## config.mk

```make
export PLATFORM = sky130hd
export DESIGN_NAME = ika9958_vramarb
export DESIGN_NICKNAME = d
export VERILOG_FILES = /design/src/rtl/ika9958_vramarb.sv
export SDC_FILE = /design/constraint.sdc
export NUM_CORES = 1
export LEC_CHECK = 0
export ABC_AREA = 0
export BUFFER_PORTS_ARGS = -buffer_cell sky130_fd_sc_hd__buf_2
export CAP_MARGIN = 25
export CORE_MARGIN = 1.5
export CORE_UTILIZATION = 45
export DETAILED_ROUTE_END_ITERATION = 8
export PLACE_DENSITY_LB_ADDON = 0.3
export SYNTH_ARGS = -nofsm -noshare
export SYNTH_HDL_FRONTEND = slang
export SYNTH_SLANG_ARGS = --single-unit
```

## constraint.sdc

```tcl
create_clock -name i_EMUCLK -period 4.85 [get_ports i_EMUCLK]
set_clock_uncertainty 0.05 [all_clocks]
set_input_delay 0.485 -clock i_EMUCLK [delete_from_list [all_inputs] [get_ports i_EMUCLK]]
set_output_delay 0.485 -clock i_EMUCLK [all_outputs]
set_load 0.02 [all_outputs]
```

## src/rtl/ika9958_vramarb.sv

```systemverilog
// ika9958_vramarb
// ---------------
// VRAM access-slot arbiter. Screen timing pulses i_SLOT_STB at the start of
// every free access slot. On that pulse, if either requester is waiting, this
// block grants the slot to one of them and runs exactly one VRAM transaction.
// The CPU normally wins. A starvation counter caps consecutive CPU grants
// while the command engine is waiting, so the command engine always makes
// progress.
//
// Handshake: a requester raises REQ with WR/ADDR/WDATA stable and holds it
// until its one-cycle ACK pulse. It drops REQ in the cycle after ACK. REQ is
// only sampled in the IDLE cycle that carries i_SLOT_STB. Read data is valid
// with ACK and stays in the requester's RDATA register until its next read.
//
// Ports:
//   i_EMUCLK, i_RST               clock, synchronous active-high reset
//   i_SLOT_STB                    free-slot pulse from screen timing
//   i_CPU_* / o_CPU_*             CPU request set, ACK pulse, read data
//   i_CMD_* / o_CMD_*             command-engine request set, ACK, read data
//   o_VRAM_CS/WE/ADDR/WDATA       one-cycle VRAM access strobe and payload
//   i_VRAM_RDATA                  VRAM read data, valid RD_LAT cycles after CS
//   o_BUSY                        high whenever the FSM is not IDLE
//   o_DBG_STATE, o_DBG_STARVE     FSM state and starvation counter, for debug
//
// Parameters:
//   RD_LAT  1..7   cycles from CS to valid read data
//   STARVE  1..15  consecutive CPU grants allowed while CMD is pending

module ika9958_vramarb #(
  parameter int RD_LAT = 2,
  parameter int STARVE = 3
) (
  input  logic        i_EMUCLK,
  input  logic        i_RST,
  input  logic        i_SLOT_STB,
  input  logic        i_CPU_REQ,
  input  logic        i_CPU_WR,
  input  logic [16:0] i_CPU_ADDR,
  input  logic [7:0]  i_CPU_WDATA,
  output logic        o_CPU_ACK,
  output logic [7:0]  o_CPU_RDATA,
  input  logic        i_CMD_REQ,
  input  logic        i_CMD_WR,
  input  logic [16:0] i_CMD_ADDR,
  input  logic [7:0]  i_CMD_WDATA,
  output logic        o_CMD_ACK,
  output logic [7:0]  o_CMD_RDATA,
  output logic        o_VRAM_CS,
  output logic        o_VRAM_WE,
  output logic [16:0] o_VRAM_ADDR,
  output logic [7:0]  o_VRAM_WDATA,
  input  logic [7:0]  i_VRAM_RDATA,
  output logic        o_BUSY,
  output logic [1:0]  o_DBG_STATE,
  output logic [3:0]  o_DBG_STARVE
);

  typedef enum logic [1:0] {
    S_IDLE  = 2'd0,
    S_ISSUE = 2'd1,
    S_WAIT  = 2'd2,
    S_DONE  = 2'd3
  } state_t;

  localparam logic [2:0] LAT_INIT  = 3'(RD_LAT - 1);
  localparam logic [3:0] STARVE_W  = 4'(STARVE);

  state_t      state;
  logic        sel_cmd;     // latched winner: 1 = command engine
  logic        req_wr;      // latched direction of the granted request
  logic [2:0]  lat_cnt;
  logic [3:0]  starve_cnt;

  logic        any_req;
  logic        cmd_wins;

  // The command engine takes the slot when the CPU has used up its allowance
  // of consecutive grants, or when the CPU simply is not asking.
  always_comb begin
    any_req  = i_CPU_REQ | i_CMD_REQ;
    cmd_wins = i_CMD_REQ & ((starve_cnt == STARVE_W) | ~i_CPU_REQ);
  end

  always_ff @(posedge i_EMUCLK) begin
    if (i_RST) begin
      state        <= S_IDLE;
      sel_cmd      <= 1'b0;
      req_wr       <= 1'b0;
      lat_cnt      <= 3'd0;
      starve_cnt   <= 4'd0;
      o_CPU_ACK    <= 1'b0;
      o_CMD_ACK    <= 1'b0;
      o_CPU_RDATA  <= 8'd0;
      o_CMD_RDATA  <= 8'd0;
      o_VRAM_CS    <= 1'b0;
      o_VRAM_WE    <= 1'b0;
      o_VRAM_ADDR  <= 17'd0;
      o_VRAM_WDATA <= 8'd0;
      o_BUSY       <= 1'b0;
    end else begin
      // ACKs are single-cycle pulses; only the completing state raises one.
      o_CPU_ACK <= 1'b0;
      o_CMD_ACK <= 1'b0;

      case (state)
        S_IDLE: begin
          // A strobe with nobody waiting is simply dropped.
          if (i_SLOT_STB && any_req) begin
            sel_cmd      <= cmd_wins;
            req_wr       <= cmd_wins ? i_CMD_WR    : i_CPU_WR;
            o_VRAM_WE    <= cmd_wins ? i_CMD_WR    : i_CPU_WR;
            o_VRAM_ADDR  <= cmd_wins ? i_CMD_ADDR  : i_CPU_ADDR;
            o_VRAM_WDATA <= cmd_wins ? i_CMD_WDATA : i_CPU_WDATA;
            o_VRAM_CS    <= 1'b1;
            o_BUSY       <= 1'b1;
            state        <= S_ISSUE;
            // Count CPU grants only while the command engine is waiting.
            if (cmd_wins || !i_CMD_REQ)
              starve_cnt <= 4'd0;
            else if (starve_cnt != STARVE_W)
              starve_cnt <= starve_cnt + 4'd1;
          end
        end

        S_ISSUE: begin
          o_VRAM_CS <= 1'b0;
          o_VRAM_WE <= 1'b0;
          if (req_wr) begin
            if (sel_cmd) o_CMD_ACK <= 1'b1;
            else         o_CPU_ACK <= 1'b1;
            state <= S_DONE;
          end else begin
            lat_cnt <= LAT_INIT;
            state   <= S_WAIT;
          end
        end

        S_WAIT: begin
          if (lat_cnt == 3'd0) begin
            if (sel_cmd) begin
              o_CMD_RDATA <= i_VRAM_RDATA;
              o_CMD_ACK   <= 1'b1;
            end else begin
              o_CPU_RDATA <= i_VRAM_RDATA;
              o_CPU_ACK   <= 1'b1;
            end
            state <= S_DONE;
          end else begin
            lat_cnt <= lat_cnt - 3'd1;
          end
        end

        S_DONE: begin
          // ACK is high this cycle; a strobe arriving now is lost.
          o_BUSY <= 1'b0;
          state  <= S_IDLE;
        end

        default: begin
          o_BUSY <= 1'b0;
          state  <= S_IDLE;
        end
      endcase
    end
  end

  assign o_DBG_STATE  = state;
  assign o_DBG_STARVE = starve_cnt;

endmodule

```

=== After elaboration in Yosys (flattened, before gate mapping) ===
Cells that the tools add are included.

* $add $sub $neg: 2
* Equality and inequality tests: 9
* Muxes and demuxes: 25
* Bitwise logic cells: 5
* Reduce and logical (&&, ||, !) cells: 17

{| class="wikitable"
|+ Operators with widths
! operator !! count
|-
| $mux 17 || 1
|-
| $reduce_and 3->1 || 4
|-
| $mux 1 || 10
|-
| $pmux 1 s2 || 5
|-
| $mux 4 || 2
|-
| $mux 8 || 1
|-
| $ne 2x2->1 const B || 4
|-
| $pmux 2 s4 || 1
|-
| $reduce_and 2->1 || 4
|-
| $reduce_bool 2->1 || 4
|-
| $mux 3 || 2
|-
| $pmux 3 s2 || 1
|-
| $add 4x1->4 const B || 1
|-
| $eq 2x2->1 const B || 2
|-
| $eq 4x2->1 const B || 1
|-
| $mux 2 || 2
|-
| $ne 4x2->1 const B || 1
|-
| $logic_not 3->1 || 1
|-
| $sub 3x1->3 const B || 1
|-
| $eq 2x1->1 const B || 1
|-
| $logic_not 2->1 || 1
|-
| $not 1->1 || 2
|-
| $or 1x1->1 || 2
|-
| $and 1x1->1 || 1
|-
| 3 further kinds || 3
|}

* Flip-flop bits (word level): 57
* Input bits: 65
* Output and inout bits: 52

=== Longest topological paths before layout ===
Gate-level depths: netlist of run 1.

* Depth after elaboration: 6
* Depth in mapped cells: 7

=== Worst setup path after synthesis of run 1 ===
Ideal clock, no wire load.

* Kind: flip-flop to flip-flop
* Start point: reg starve_cnt[0], in the netlist o_DBG_STARVE[0]
* End point: reg o_VRAM_ADDR[0]
* Library setup time: 0.081 ns
* Data arrival time: 1.758 ns
* Data required time: 4.719 ns
* Path slack: 2.961 ns
* Cell stages (with the launch flop): 7
* Buffers on the path: 1
* Cells stage by stage: dfxtp_1 ha_1 or3b_4 a21boi_4 buf_6 a21oi_1 a211oi_2

* Word-level cells in the longest chain between the ends: 4

{| class="wikitable"
|+ Ends and longest elaborated chain
! item !! line !! source
|-
| from (decl) || 72 || <nowiki>logic [3:0] starve_cnt;</nowiki>
|-
| from (signal assigned) || 121 || <nowiki>starve_cnt <= starve_cnt + 4'd1;</nowiki>
|-
| $eq 4x2->1 || 81 || <nowiki>cmd_wins = i_CMD_REQ & ((starve_cnt == STARVE_W) | ~i_CPU_REQ);</nowiki>
|-
| $or 1x1->1 || 81 ||
|-
| $and 1x1->1 || 81 ||
|-
| $mux 17 || 112 || <nowiki>o_VRAM_ADDR <= cmd_wins ? i_CMD_ADDR : i_CPU_ADDR;</nowiki>
|-
| to (signal assigned) || 112 ||
|-
| to (decl) || 50 || <nowiki>output logic [16:0] o_VRAM_ADDR,</nowiki>
|}

Every way passes these cells.
A chain may end at the register's enable or synchronous reset.

=== Worst setup path in the final report of run 1 ===
* Start point: reg starve_cnt[0], in the netlist o_DBG_STARVE[0]
* End point: reg o_VRAM_ADDR[6]

Same word-level chain as after synthesis.

==> impl_metrics.ini, run 1 <==
[outcome]
outcome = finished clean

[layout]
stdcell_count = 495
n_antenna_cell = 0
regArea_mm2 = 0.001141
fillCellCount = 507
nets = 491
synthToLayoutAreaGrowth_pct = 31.74
multi_input_area_mm2 = 0.001319
drive_gt1_frac = 0.3735
fin_area_mm2 = 0.003412

[clock_network]
cts_buffers = 9
cts.sink_count = 57
cts_setup_buffers = 0
clockBufferDepth = 2
cts_max_level = 3
cts-hold-fix-buffers = 0
ctsResizeCount = 0
path_clk_slew_ns = 0.07
cts_tree = built
clock_latency_ns = 0.32
cts-root-buf = clkbuf_8

[setup_path]
critPathArrivalTime_ns = 2.40
cp_max_fo = 26
end_kind = flop
critPathKind = flop to flop
r2r_start = o_DBG_STARVE[0]
start_kind = flop
crit_required_ns = 5.03
ff2ff_setup_slack_ns = 2.63
r2r_end = o_VRAM_ADDR[6]
worstRegToRegCells = 5

[yosys]
synth-seq-cells = 57
synth_cell_types = 37
yosysWarningCount = 0
syn-instance-count = 308
syn_area_per_cell_um2 = 8.409
synth_nets = 381
ys_seq_area_frac = 0.4406
synth_area_mm2 = 0.002590

[drt]
vias_per_cell = 5.218
met2_length_mm = 3.361
dr_total_vias = 2583
ant_nets = 0
wl_met3_um = 379
drt-pass1-iter-count = 4
drt-initial-drc-count = 69
drc = 0
top_layer_used = met4
met1_length_mm = 2.920
wl_per_cell_um = 13.51
routed_wirelength_mm = 6.688

[place]
placed_area_mm2 = 0.003168
post-place-cells = 478
gp_congestion = 0.7947
port_buffers = 116
dp_hpwl_mm = 4.598

[global_routing]
grt_max_degree = 58
grt_pass1_vias = 2562
antenna_found_initial = 0
grt_pass1_wl_mm = 11.23
grt-ovfl-total = 0
grt_use_total = 0.2272

[floorplan]
initial_utilization = 0.4675
core_mm2 = 0.005540
die_h_um = 78.87
fp.dieW_um = 78.87
rows = 27
dieArea_mm2 = 0.006220
io_pins = 117

[sta]
setup_viol = 0
max_slew.worst_pin.slew_ns = 0.9996
min_period_over_period = 0.4576
fin_crit_ns = 2.219
final-hold-violation-count = 0
max_freq_ghz = 0.4506
rsz0062_at_grt = false
setup_tns_ns = 0
hold-worst-slack_ns = 0.3540
finalMaxSlewViolations = 0
slew_headroom = 0.3336

[pwr]
power_leakage_nw = 1.569
ir_drop_v = 0.0002413
power_density_mw_per_mm2 = 527.9
power_mw = 1.801

[hold_path]
hold_path_end = o_VRAM_ADDR[8]
min-delay-path-class = primary input to flop
hold_path_depth = 3
hp-start = i_CPU_ADDR[8]

[job]
cap_viol_max_count = 0
==> power breakdown <==
| group | switching, mW | internal, mW |
|---|---|---|
| registers | 0.0564 | 0.564 |
| clock network | 0.185 | 0.315 |
| logic | 0.432 | 0.248 |
| total | 0.673 | 1.13 |
==> final cells by class <==
class | instances | area share
Clock inverter | 5 | 0.02274
Sequential cell | 57 | 0.3344
Inverter | 6 | 0.006601
Multi-Input combinational cell | 225 | 0.3865
Tap cell | 72 | 0.02640
Timing Repair Buffer | 119 | 0.1790
Clock buffer | 11 | 0.04437
==> cell usage after synthesis <==
cell | count | area (um2)
buf_4 | 1 | 7.510
or4_1 | 1 | 7.510
buf_1 | 1 | 3.750
nand4_1 | 1 | 6.260
and3b_1 | 1 | 8.760
o211ai_1 | 1 | 7.510
nor2b_1 | 1 | 6.260
nand3_1 | 3 | 15.01
a21oi_1 | 49 | 245.2
ha_1 | 8 | 100.1
o211a_1 | 1 | 10.01
dfxtp_1 | 57 | 1141
o21ai_0 | 7 | 35.03
nor4b_1 | 1 | 8.760
a211oi_1 | 10 | 75.07
nor3_1 | 2 | 10.01
mux2i_1 | 1 | 10.01
buf_6 | 3 | 33.78
nor4bb_1 | 1 | 10.01
nor3b_1 | 2 | 15.01
mux2_2 | 1 | 11.26
clkbuf_4 | 1 | 7.510
a21boi_4 | 1 | 18.77
clkbuf_1 | 12 | 45.04
or3b_4 | 1 | 11.26
and2_1 | 1 | 6.260
a2111oi_0 | 1 | 8.760
a22oi_1 | 2 | 15.01
nand2b_1 | 2 | 12.51
nand4b_1 | 2 | 17.52
o21ai_2 | 1 | 8.760
nand2_1 | 68 | 255.2
a221oi_1 | 2 | 17.52
nor2_1 | 34 | 127.6
buf_2 | 2 | 10.01
a211oi_2 | 19 | 237.7
inv_1 | 6 | 22.52
==> routing by layer <==
| layer | up-vias | GRT usage |
|---|---|---|
| li1 | 1284 | - |
| met1 | 1212 | 0.2527 |
| met2 | 85 | 0.4190 |
| met3 | 2 | 0.05172 |
| met4 | 0 | 0.08596 |
| met5 | - | 0 |
==> cells by family after synthesis <==
family                   Yosys count  synth area share
adder cells (fa/ha/maj)            8           0.03865
flip-flops                        57            0.4406
AND/OR/NAND/NOR                  121            0.2000
multiplexers                       2          0.008212
buffers and inverters             26           0.05024
AO/OA/AOI/OAI                     94            0.2623
==> per-stage QoR <==
step	utilization	worst slack, ns
4_1_cts	0.6131	2.406
3_5_place_dp	0.5718	2.371
5_1_grt	0.6159	2.335
6_report	0.6159	2.631
2_1_floorplan	-	2.961
3_3_place_gp	0.5718	2.519
==> how the worst max path moves through the flow <==
stage / start / to / slack [ns] / cells after the start
after floorplan: o_DBG_STARVE[0] / o_VRAM_ADDR[0] / 2.96 / 6
after global placement: i_CPU_REQ / o_VRAM_WE / 2.52 / 5
after detailed placement: o_DBG_STARVE[0] / o_VRAM_WE / 2.37 / 5
after CTS: o_DBG_STARVE[0] / o_VRAM_WE / 2.41 / 5
after global routing: o_DBG_STATE[1] / o_VRAM_WE / 2.34 / 5
final: o_DBG_STARVE[0] / o_VRAM_ADDR[6] / 2.63 / 5
==> critical path, cell delays in order, from the launching register on <==
cell and delay, ns:
dfxtp_1 0.40, ha_1 0.21, or3b_4 0.42, a21boi_4 0.61
a21oi_1 0.15, a211oi_1 0.28
==> registers in the layout, indices dropped and copies added (netlist names) <==
| signal | flops |
|---|---|
| o_VRAM_ADDR | 17 |
| o_CMD_RDATA | 8 |
| o_CPU_RDATA | 8 |
| o_VRAM_WDATA | 8 |
| o_DBG_STARVE | 4 |
| lat_cnt | 3 |
| o_DBG_STATE | 2 |
| o_BUSY | 1 |
| o_CMD_ACK | 1 |
| o_CPU_ACK | 1 |
| o_VRAM_CS | 1 |
| o_VRAM_WE | 1 |
| req_wr | 1 |
| sel_cmd | 1 |
==> layout by cell type (no fill, tap or decap), types with 2 or more instances in the layout <==
master and count:
a211oi_1 10, a211oi_2 19, a21oi_1 49, a221oi_1 2, a22oi_1 2, buf_2 116, buf_4 2, bufinv_16 2
clkbuf_8 11, clkinv_2 2, dfxtp_1 57, ha_1 8, inv_1 6, nand2_1 68, nand2b_1 2, nand3_1 3
nand4b_1 2, nor2_1 34, nor3_1 2, nor3b_1 2, o21ai_0 7
Power figures use the tool's default switching activity.
==> run 2, diff against run 1 <==
--- a/config.mk
+++ b/config.mk
@@ -5,11 +5,11 @@
 export SDC_FILE = /design/constraint.sdc
 export NUM_CORES = 1
 export LEC_CHECK = 0
-export ABC_AREA = 0
+export ABC_AREA = 1
 export BUFFER_PORTS_ARGS = -buffer_cell sky130_fd_sc_hd__buf_2
 export CAP_MARGIN = 25
 export CORE_MARGIN = 1.5
-export CORE_UTILIZATION = 45
+export CORE_UTILIZATION = 43
 export DETAILED_ROUTE_END_ITERATION = 8
 export PLACE_DENSITY_LB_ADDON = 0.3
 export SYNTH_ARGS = -nofsm -noshare
==> constraint.sdc (replaced) <==
create_clock -name i_EMUCLK -period 1.88 [get_ports i_EMUCLK]
set_clock_uncertainty 0.05 [all_clocks]
set_input_delay 0.188 -clock i_EMUCLK [delete_from_list [all_inputs] [get_ports i_EMUCLK]]
set_output_delay 0.188 -clock i_EMUCLK [all_outputs]
set_load 0.02 [all_outputs]
==> run 2 against run 1 <==
Net effect: first-iteration DRC count up 49%; wire length is 1.5% higher; critical endpoint is now o_DBG_STARVE[2]; sequential share of layout area down 1.7 points; hold slack worse by 0.27 ns; register-to-register slack got worse by 2.5 ns; final area up 5.4%; die area up 9.2%; clock power rose to 2.6 times the previous value; critical path depth up 3; largest power group unchanged; global-route usage fell by 1.7 points; combinational power grew to 2.5 times the previous value; cell count is 15% higher.
==> impl_metrics.ini, run 2 <==
[floorplan]
core_mm2 = 0.005991
dieArea_mm2 = 0.006794
die_h_um = 82.43
initial_utilization = 0.4528
rows = 28
io_pins = 117
fp.dieW_um = 82.43

[setup_path]
crit_required_ns = 2.04
critPathSlowestCell = dfxtp_1
cp_max_fo = 32
path_cells = inv_1, ha_1, nand3_4, inv_4, buf_12, nand2_1, xor2_1, nor2_1
cpPeakStageDelay_ns = 0.34
crit_buf_inv = 3
critPathLaunch = o_DBG_STATE[1]
start_kind = flop
critPathArrivalTime_ns = 1.87
critPathKind = flop to flop
cpLargestDelayFamily = buffers and inverters
end_kind = flop
r2r_start = o_DBG_STATE[1]

[clock_network]
cts-root-buf = clkbuf_8
cts_max_level = 3
cts.sink_count = 57
ctsResizeCount = 0
cts_buffers = 9
clockBufferDepth = 2
path_clk_slew_ns = 0.07
cts_tree = built
cts-hold-fix-buffers = 0
clock_latency_ns = 0.32
cts_setup_buffers = 0

[yosys]
ys_top_cells_by_area = dfxtp_1, nand2_1, nand3_1
synth-main-ff-cell = dfxtp_1
synth_top_area_cell = dfxtp_1
syn-instance-count = 369
ys_seq_area_frac = 0.4207
async_flop_share = 0
synth_area_mm2 = 0.002713
synth_nets = 442
synth_edf_count = 0
synth_cell_types = 27
yosysWarningCount = 0
synth.most_common_cell = nand2_1
synth-seq-cells = 57
synth_common_cells = nand2_1, nand3_1, dfxtp_1
synth_top_area_share = 0.4207
syn_area_per_cell_um2 = 7.351

[sta]
fin_crit_ns = 1.705
setup_viol = 0
rsz0062_at_grt = false
max_slew.worst_pin.slew_ns = 0.3113
min_period_over_period = 0.9071
finalMaxSlewViolations = 0
fin_ws_ns = 0.1746
slew_headroom = 0.7925
setup_tns_ns = 0
final-hold-violation-count = 0
max_freq_ghz = 0.5864

[drt]
dr_total_vias = 2729
drt-initial-drc-count = 103
vias_per_cell = 4.813
routed_wirelength_mm = 6.785
drt-pass1-iter-count = 4
wl_per_cell_um = 11.97
drc = 0
ant_nets = 0

[pwr]
power_leakage_nw = 1.907
ir_drop_v = 0.0007404
power_mw = 4.677
power_density_mw_per_mm2 = 1301

[hold_path]
min-delay-path-class = primary input to flop
hp-start = i_VRAM_RDATA[7]

[layout]
stdcell_count = 567
nets = 560
fillCellCount = 566
utilization = 0.6003
top_register = o_VRAM_ADDR
drive_gt1_frac = 0.3069
mostFrequentLayoutCells = buf_2, nand2_1, nand3_1
n_antenna_cell = 0
synthToLayoutAreaGrowth_pct = 32.56
final_common_cell = buf_2
largest_register_ffs = 17

[global_routing]
antenna_found_initial = 0
grt_pass1_vias = 2467
grt_pass1_wl_mm = 10.81
grt_use_total = 0.2102
grt_max_degree = 33
grt-ovfl-total = 0

[place]
post-place-ws_ns = 0.2028
post-place-cells = 551
gp_congestion = 0.8163
dp_hpwl_mm = 5.014
port_buffers = 116

[job]
cap_viol_max_count = 0

[outcome]
outcome = finished clean
[run 2: final timing paths]
path | end | slack, ns | cells past startpoint
max | o_DBG_STARVE[2] | 0.17 | 8
min | o_CPU_RDATA[7] | 0.08 | 3
max reg2reg | o_DBG_STARVE[2] | 0.17 | 8
min reg2reg | o_CMD_RDATA[6] | 0.42 | 2
[run 2: kinds of logic (layout without fill, tap and decap cells)]
family	Yosys count	after routing	synth area share
simple gates	176	176	0.2874
buf+inv	63	186	0.1019
compound gates	62	62	0.1435
flops	57	57	0.4207
fa+ha+maj	8	8	0.03690
xor+xnor	3	3	0.009688
[run 2: per-stage QoR]
stage	cell area (um2)	hold WS, ns
floorplan	2713	0.2071
global placement	3366	0.3961
detailed placement	3366	0.4036
CTS	3596	0.06963
global route	3596	0.08718
finish	3596	0.08171
[run 2: where the power goes]
| group | switching, mW | leakage, nW | internal (mW) | total (mW) |
|---|---|---|---|---|
| Combinational | 1.08 | 1.33 | 0.633 | 1.72 |
| Sequential | 0.153 | 0.467 | 1.50 | 1.65 |
| Clock | 0.486 | 0.109 | 0.819 | 1.30 |
[run 2: area by class of cell]
class	instances	area (um2)	share of cell area
Tap cell	75	93.84	0.02610
Inverter	44	167.7	0.04662
Clock inverter	4	75.07	0.02088
Multi-Input combinational cell	249	1295	0.3601
Timing Repair Buffer	126	668.1	0.1858
Sequential cell	57	1141	0.3173
Clock buffer	12	155.1	0.04315
[run 2: worst min-delay path, stage by stage]
cell and delay [ns]:
buf_2 0.08, o21ai_0 0.07, nor2_1 0.08
[run 2: metal layers]
metal / vias to the layer above / share of wire / track usage
met5: - / 0 / 0
met4: 0 / 0.012 / 0.09831
met3: 9 / 0.061 / 0.05275
met2: 80 / 0.47 / 0.3528
met1: 1210 / 0.46 / 0.2502
li1: 1430 / - / -
